`config.mk`:
```
export PLATFORM = sky130hd
export DESIGN_NAME = vector_square
export DESIGN_NICKNAME = d
export VERILOG_FILES = /design/src/rtl/vector_square.sv
export SDC_FILE = /design/constraint.sdc
export NUM_CORES = 1
export LEC_CHECK = 0
export CELL_PAD_IN_SITES_DETAIL_PLACEMENT = 1
export CELL_PAD_IN_SITES_GLOBAL_PLACEMENT = 2
export CORE_UTILIZATION = 44
export DETAILED_ROUTE_END_ITERATION = 10
export GPL_ROUTABILITY_DRIVEN = 0
export GPL_TIMING_DRIVEN = 1
export MAX_ROUTING_LAYER = met4
export PLACE_DENSITY_LB_ADDON = 0.15
export SYNTH_ARGS = -nofsm -noshare
export SYNTH_HDL_FRONTEND = slang
export SYNTH_SLANG_ARGS = --single-unit
export TNS_END_PERCENT = 10
```
`constraint.sdc`:
```
create_clock -name clk -period 11.44 [get_ports clk]
set_clock_uncertainty 0.05 [all_clocks]
set_input_delay 2.288 -clock clk [delete_from_list [all_inputs] [get_ports clk]]
set_output_delay 2.288 -clock clk [all_outputs]
set_load 0.01 [all_outputs]
```
`src/rtl/vector_square.sv`:
```
`default_nettype none
// ============================================================================
//  Module      : vector_square
//  Description : Two-lane pipelined floating-point squarer. Each accepted
//                operand pair (data_1, data_2) yields (square_1, square_2)
//                exactly two cycles later. The two lanes share one valid
//                flag and never interact.
//
//  Float format: [WIDTH-1] sign | [WIDTH-2 -: EXP_W] exponent (bias
//                2^(EXP_W-1)-1) | [MAN_W-1:0] fraction with a hidden 1.
//                Denormal inputs are flushed to zero. No denormals are
//                produced. The result sign is always 0.
//
//  Ports       : clk        rising-edge clock
//                rst_n      synchronous active-low reset
//                in_valid   data_1/data_2 valid this cycle
//                data_1     lane 1 operand  (WIDTH)
//                data_2     lane 2 operand  (WIDTH)
//                out_valid  square_1/square_2 valid
//                square_1   lane 1 result   (WIDTH), holds while out_valid=0
//                square_2   lane 2 result   (WIDTH), holds while out_valid=0
//
//  Option      : SQUARE_ROUND_EN defined   -> round-to-nearest-even
//                SQUARE_ROUND_EN undefined -> truncate toward zero
//                The latency is the same in both builds.
//
//  Revision    : 1.0  initial release
// ============================================================================
module vector_square #(
    parameter int WIDTH = 24,
    parameter int EXP_W = 8
) (
    input  logic             clk,
    input  logic             rst_n,
    input  logic             in_valid,
    input  logic [WIDTH-1:0] data_1,
    input  logic [WIDTH-1:0] data_2,
    output logic             out_valid,
    output logic [WIDTH-1:0] square_1,
    output logic [WIDTH-1:0] square_2
);

    localparam int MAN_W = WIDTH - 1 - EXP_W;
    localparam int c_MW1 = MAN_W + 1;      // mantissa with hidden 1
    localparam int c_PW  = 2 * c_MW1;      // full product width
    localparam int c_EW  = EXP_W + 2;      // holds -bias .. 2*(2^EXP_W-1)+1

    localparam logic        [c_EW-1:0]  c_BIAS = c_EW'((1 << (EXP_W - 1)) - 1);
    localparam logic signed [c_EW-1:0]  c_EMAX = c_EW'((1 << EXP_W) - 1);
    localparam logic        [WIDTH-1:0] c_INF  = {1'b0, {EXP_W{1'b1}}, {MAN_W{1'b0}}};

    // ------------------------------------------------------------------
    // Pipeline state
    // ------------------------------------------------------------------
    // r_in  : operand register at the block boundary, so the multiplier
    //         starts from a clean flop instead of register-read timing.
    // r_p.. : stage 1 product, doubled exponent and special-case flags.
    // r_sq  : result register, loaded only for valid results.
    logic                    r_v0;
    logic                    r_v1;
    logic                    r_out_valid;
    logic [WIDTH-2:0]        r_in   [0:1];
    logic [c_PW-1:0]         r_p    [0:1];
    logic signed [c_EW-1:0]  r_e2   [0:1];
    logic                    r_inf  [0:1];
    logic                    r_zero [0:1];
    logic [WIDTH-1:0]        r_sq   [0:1];

    // Per-lane combinational results
    logic [WIDTH-2:0]        w_din  [0:1];
    logic [c_PW-1:0]         w_p    [0:1];
    logic signed [c_EW-1:0]  w_e2   [0:1];
    logic                    w_inf  [0:1];
    logic                    w_zero [0:1];
    logic [WIDTH-1:0]        w_res  [0:1];

    // Operand signs never affect a square.
    logic w_unused_sign;
    assign w_unused_sign = data_1[WIDTH-1] ^ data_2[WIDTH-1];

    assign w_din[0] = data_1[WIDTH-2:0];
    assign w_din[1] = data_2[WIDTH-2:0];

    // ------------------------------------------------------------------
    // Sequential pipeline
    // ------------------------------------------------------------------
    always_ff @(posedge clk) begin
        if (!rst_n) begin
            r_v0        <= 1'b0;
            r_v1        <= 1'b0;
            r_out_valid <= 1'b0;
            for (int l = 0; l < 2; l++) begin
                r_in[l]   <= '0;
                r_p[l]    <= '0;
                r_e2[l]   <= '0;
                r_inf[l]  <= 1'b0;
                r_zero[l] <= 1'b0;
                r_sq[l]   <= '0;
            end
        end else begin
            r_v0        <= in_valid;
            r_v1        <= r_v0;
            r_out_valid <= r_v1;
            for (int l = 0; l < 2; l++) begin
                if (in_valid) begin
                    r_in[l] <= w_din[l];
                end
                if (r_v0) begin
                    r_p[l]    <= w_p[l];
                    r_e2[l]   <= w_e2[l];
                    r_inf[l]  <= w_inf[l];
                    r_zero[l] <= w_zero[l];
                end
                if (r_v1) begin
                    r_sq[l] <= w_res[l];
                end
            end
        end
    end

    // ------------------------------------------------------------------
    // Lane datapath
    // ------------------------------------------------------------------
    for (genvar gl = 0; gl < 2; gl++) begin : g_lane
        // ---------------- stage 1: decode and multiply ----------------
        logic [EXP_W-1:0] w_e;
        logic [MAN_W-1:0] w_f;
        logic [c_MW1-1:0] w_m;

        assign w_e = r_in[gl][WIDTH-2 -: EXP_W];
        assign w_f = r_in[gl][MAN_W-1:0];
        assign w_m = {1'b1, w_f};

        assign w_p[gl]    = c_PW'(w_m) * c_PW'(w_m);
        // 2e - bias; {0,e,0} is 2e already zero-extended to c_EW bits.
        assign w_e2[gl]   = $signed({1'b0, w_e, 1'b0} - c_BIAS);
        assign w_inf[gl]  = &w_e;
        assign w_zero[gl] = ~|w_e;

        // ---------------- stage 2: normalise, round, classify ---------
        logic                   w_top;
        logic [MAN_W-1:0]       w_frac_t;
        logic signed [c_EW-1:0] w_exp_n;
        logic [MAN_W-1:0]       w_frac_r;
        logic signed [c_EW-1:0] w_exp_r;
        logic                   w_ovf;
        logic                   w_unf;
        logic [WIDTH-1:0]       w_lane_res;

        // Product of two [1,2) mantissas lies in [1,4): the leading 1 is
        // either at the MSB (value >= 2, bump exponent) or one below it.
        assign w_top    = r_p[gl][c_PW-1];
        assign w_frac_t = w_top ? r_p[gl][c_PW-2 -: MAN_W]
                                : r_p[gl][c_PW-3 -: MAN_W];
        assign w_exp_n  = r_e2[gl] + {{(c_EW-1){1'b0}}, w_top};

`ifdef SQUARE_ROUND_EN
        logic             w_guard;
        logic             w_sticky;
        logic             w_round;
        logic [MAN_W:0]   w_sum;

        assign w_guard  = w_top ? r_p[gl][c_PW-2-MAN_W] : r_p[gl][c_PW-3-MAN_W];
        assign w_sticky = w_top ? (|r_p[gl][c_PW-3-MAN_W:0])
                                : (|r_p[gl][c_PW-4-MAN_W:0]);
        // Round up above half, or on an exact half when the LSB is odd.
        assign w_round  = w_guard & (w_sticky | w_frac_t[0]);
        assign w_sum    = {1'b0, w_frac_t} + {{MAN_W{1'b0}}, w_round};
        // A carry out of the fraction means the mantissa became 2.0.
        assign w_frac_r = w_sum[MAN_W] ? '0 : w_sum[MAN_W-1:0];
        assign w_exp_r  = w_exp_n + {{(c_EW-1){1'b0}}, w_sum[MAN_W]};
`else
        logic w_unused_low;

        assign w_unused_low = ^r_p[gl][c_PW-3-MAN_W:0];
        assign w_frac_r     = w_frac_t;
        assign w_exp_r      = w_exp_n;
`endif

        assign w_ovf = (w_exp_r >= c_EMAX);
        assign w_unf = w_exp_r[c_EW-1] | (w_exp_r == '0);

        always_comb begin
            w_lane_res = {1'b0, w_exp_r[EXP_W-1:0], w_frac_r};
            if (r_inf[gl]) begin
                w_lane_res = c_INF;
            end else if (r_zero[gl]) begin
                w_lane_res = '0;
            end else if (w_ovf) begin
                w_lane_res = c_INF;
            end else if (w_unf) begin
                w_lane_res = '0;
            end
        end

        assign w_res[gl] = w_lane_res;
    end

    assign out_valid = r_out_valid;
    assign square_1  = r_sq[0];
    assign square_2  = r_sq[1];

endmodule
`default_nettype wire

```
==> metrics.md <==
| Metric | Value |
|---|---|
| Initial antenna violation count | `0` |
| Worst reg2reg setup slack | `4.30 ns` |
| Pwr Total | `5150 uW` |
| Yosys Warn Count | `0` |
| Clk_lat worst skew | `0.47 ns` |
| Power density cells | `221 nW/um^2` |
| Initial core utilization | `44.6%` |
| Num CTS Buffers | `17` |
| Global-route usage over all layers | `23.6%` |
| Cells after Synth | `2188` |
| Required @ worst endpoint | `11.59 ns` |
| Final Hold Viols | `0` |
| Worst Max-Slew Pin Slew | `1.16 ns` |
| Synth Area in Simple Gates | `13.6%` |
| Area growth from synthesis to layout | `9.52%` |
| Setup crit end | `r_p[0][27]` |
| # Max-Cap Violations | `0` |
| Yosys cell types | `78` |
| I/O pins | `100` |
| Crit path kind | `flop to flop` |
| Setup bufs post-CTS | `0` |
| Data arrival time of the critical path | `7.28 ns` |
| Final HPWL DP | `44.1 mm` |
| Fill cell count | `5351` |
| DRC | `0` |
| Routed WL per cell | `18.6 microns` |
| Yosys top cell by area | `fa_1` |
| Synth Register Bits | `152` |
| DRT iter0 DRCs | `538` |
| WL final | `53.3 mm` |
| Die Wd | `222 microns` |
| Die area | `49300 sq um` |
| Hold/Removal Path Class | `flop to flop` |
| Gr ovfl total | `0` |
| Worst R2R Start | `r_in[0][9]` |
| Status | `complete, no violations` |
| Root Driver | `clkbuf_16` |
| Register Area | `4530 sq um` |
| Post-synthesis mux area share | `1.85%` |
| Row count | `80` |
| Slew headroom | `22.6%` |
| Final ANT Viol Nets | `0` |
| Yosys top cell area share | `30.6%` |
| Crit share post-route | `62.4%` |
| Hold depth | `1` |
| Synth area leaders | `fa_1 31%, edfxtp_1 21%, ha_1 13%, inv_1 9.0%, nand2_1 3.5%` |
| Number of nets in the layout | `2826` |
| Vias per std cell | `5.23` |
| CP startpoint | `r_in[0][9]` |
| Fmax achieved | `0.140 GHz` |
| Port-buffer cells | `95` |
| Setup TNS | `0 ns` |
| Core ar. | `47700 sq um` |
| First-pass GRT wire length | `87.8 mm` |
| Minimum clock period | `7.14 ns` |
| R2R Path End | `r_p[0][27]` |
| Peak VDD IR | `0.000167 V` |
| Leakage | `0.0115 uW` |
| Fraction of layout cells with a size suffix above 1 | `3.91%` |
| Slew Limit Fails | `0` |
| Bufs on Longest Clock Path | `2` |
| Vias in the first global route | `16800` |
| Post-synthesis adder-cell area fraction | `43.2%` |
| RSZ-0062 raised after global routing | `no` |
| Area of the multi-input gates | `14500 sq um` |
| Synth Area in XOR/XNOR | `1.85%` |
| Crit. End Element | `flop` |
| Clk sinks | `152` |
| Compound-Gate Fraction of Synth Area | `7.50%` |
| Register area share after synthesis | `21.3%` |
| Share of async-settable or async-resettable flops after synthesis | `0%` |
| Vias post-DR | `15000` |
| 1st-pass router iterations | `4` |
| Largest family of logic cells by synthesized area | `adder cells` |
| DIE HEIGHT | `222 microns` |
| Post-CTS Hold Buffers | `0` |
| H-Tree Depth | `4` |
| EDFF count, synth | `149` |
| # setup viols final | `0` |
| Netlist Area Pre-Place | `21300 sq um` |
| Largest net degree at the start of global routing | `48` |
| Clock slew at reported path FFs | `0.07 ns` |
| Ys flop type | `edfxtp_1` |
| TritonCTS clock tree | `yes` |
| Worst-path fanout max | `10` |
| Reg2reg path depth | `18` |
| Quantity of gates resized following cts | `0` |
| Placement Setup Slack | `4.32 ns` |
| N_diodes | `0` |
| Syn avg cell area | `9.73 sq um` |
| Setup ws final | `4.30 ns` |
| Crit start category | `flop` |
[logic make-up after synthesis]
logic type | after synthesis
mux | 39
fa+ha+maj | 540
buf+inv | 592
simple gates | 589
compound gates | 230
other cells | 1
xor+xnor | 45
flops | 152
[state kept, by name (all words and copies together), names as in the netlist]
| register | flops |
|---|---|
| r_p | 34 |
| r_v0 | 1 |
| r_sq | 46 |
| r_inf | 2 |
| r_e2 | 19 |
| r_v1 | 1 |
| r_zero | 2 |
| r_in | 46 |
| out_valid | 1 |
[per-layer routing]
metal / GRT usage (%) / share of wire, % / up-vias
met3: 2.84 / 2.3 / 58
met2: 41.8 / 52 / 175
met4: 6.88 / 2.3 / 0
met1: 28.2 / 43 / 7655
met5: - / 0 / -
li1: - / - / 7089
[layout make-up]
type | instances | share of cell area (%)
Clock buffer | 17 | 1.82
Clock inverter | 15 | 0.585
Inverter | 513 | 8.26
Multi-Input combinational cell | 1445 | 62.2
Sequential cell | 152 | 19.4
Tap cell | 615 | 3.30
Timing Repair Buffer | 106 | 4.39
[critical path, cell delays in order, from the launching register on]
cell      delay, ns
edfxtp_1       0.80
clkinv_1       0.57
nor2_1         0.38
ha_1           0.31
xnor2_1        0.21
fa_1           0.49
fa_1           0.57
fa_1           0.43
fa_1           0.49
inv_1          0.05
fa_1           0.48
inv_1          0.05
ha_1           0.40
a211oi_1       0.34
o21ai_0        0.17
a31oi_1        0.53
nor2_1         0.08
o31ai_1        0.31
o31ai_1        0.12
[worst min-delay path by stage]
| stage | slack (ns) | to | start |
|---|---|---|---|
| finish | 0.52 | r_zero[0][0] | r_in[0][18] |
| global route | 0.55 | r_zero[0][0] | r_in[0][18] |
| CTS | 0.52 | r_zero[0][0] | r_in[0][18] |
| detailed placement | 0.52 | r_zero[0][0] | r_in[0][18] |
| global placement | 0.51 | r_sq[0][0] | r_p[0][15] |
| floorplan | 0.48 | r_zero[0][0] | r_in[0][18] |
[synthesized netlist by cell type (5+ instances only)]
library cell / count
nor3b_1: 8
nand2b_1: 13
ha_1: 215
nor2_1: 132
nor2b_1: 5
and4_1: 8
and2_1: 32
nor4_1: 8
fa_1: 325
and3_1: 75
a21oi_1: 54
o21a_1: 18
xor2_1: 21
edfxtp_1: 149
a21o_1: 20
a31oi_1: 8
or3_1: 6
inv_1: 510
nand2_1: 198
o211ai_1: 8
nor3_1: 34
xnor2_1: 24
nor2_4: 10
o21bai_1: 6
buf_2: 6
or2_2: 11
o21ai_0: 43
a211oi_1: 18
mux2i_1: 36
nand3_1: 28
nand4_1: 11
clkbuf_1: 68
[stage by stage]
stage / area, sq um / instances / hold WS (ns) / utilization, %
6_report: 23300 / 2863 / 0.523 / 48.8
5_1_grt: 23300 / 2863 / 0.550 / 48.8
4_1_cts: 23300 / 2863 / 0.523 / 48.8
3_5_place_dp: 22800 / 2831 / 0.517 / 47.7
3_3_place_gp: 22800 / 2831 / 0.511 / 47.7
2_1_floorplan: 21300 / 2189 / 0.476 / -
[power by group]
| part | internal, uW | leakage (uW) | switching (uW) |
|---|---|---|---|
| clock | 285 | 0.000271 | 273 |
| sequential | 694 | 0.00165 | 78.8 |
| combinational | 1470 | 0.00958 | 2350 |
| total | 2450 | 0.0115 | 2700 |
[placed cells by master (no fill, tap or decap), drive strengths merged, types with 4 or more instances in the layout]
cell / instances
a2111oi: 5
clkbuf: 17
and2: 32
ha: 215
xor2: 21
or2: 11
or3: 6
o21ai: 44
nor3b: 8
inv: 516
nand2: 198
clkinv: 10
o31ai: 4
nand3: 28
xnor2: 24
o211ai: 9
buf: 13
a311oi: 4
o21a: 18
and3: 76
a21oi: 54
nand2b: 13
fa: 325
mux2i: 36
a21o: 20
nand4: 13
and4: 9
nor3: 34
nor4: 8
a31oi: 9
clkdlybuf4s50: 93
a31o: 4
nor2b: 5
a22oi: 4
edfxtp: 149
a211oi: 19
nor2: 142
o21bai: 6
Note: power is estimated with default switching activity, not from simulation.
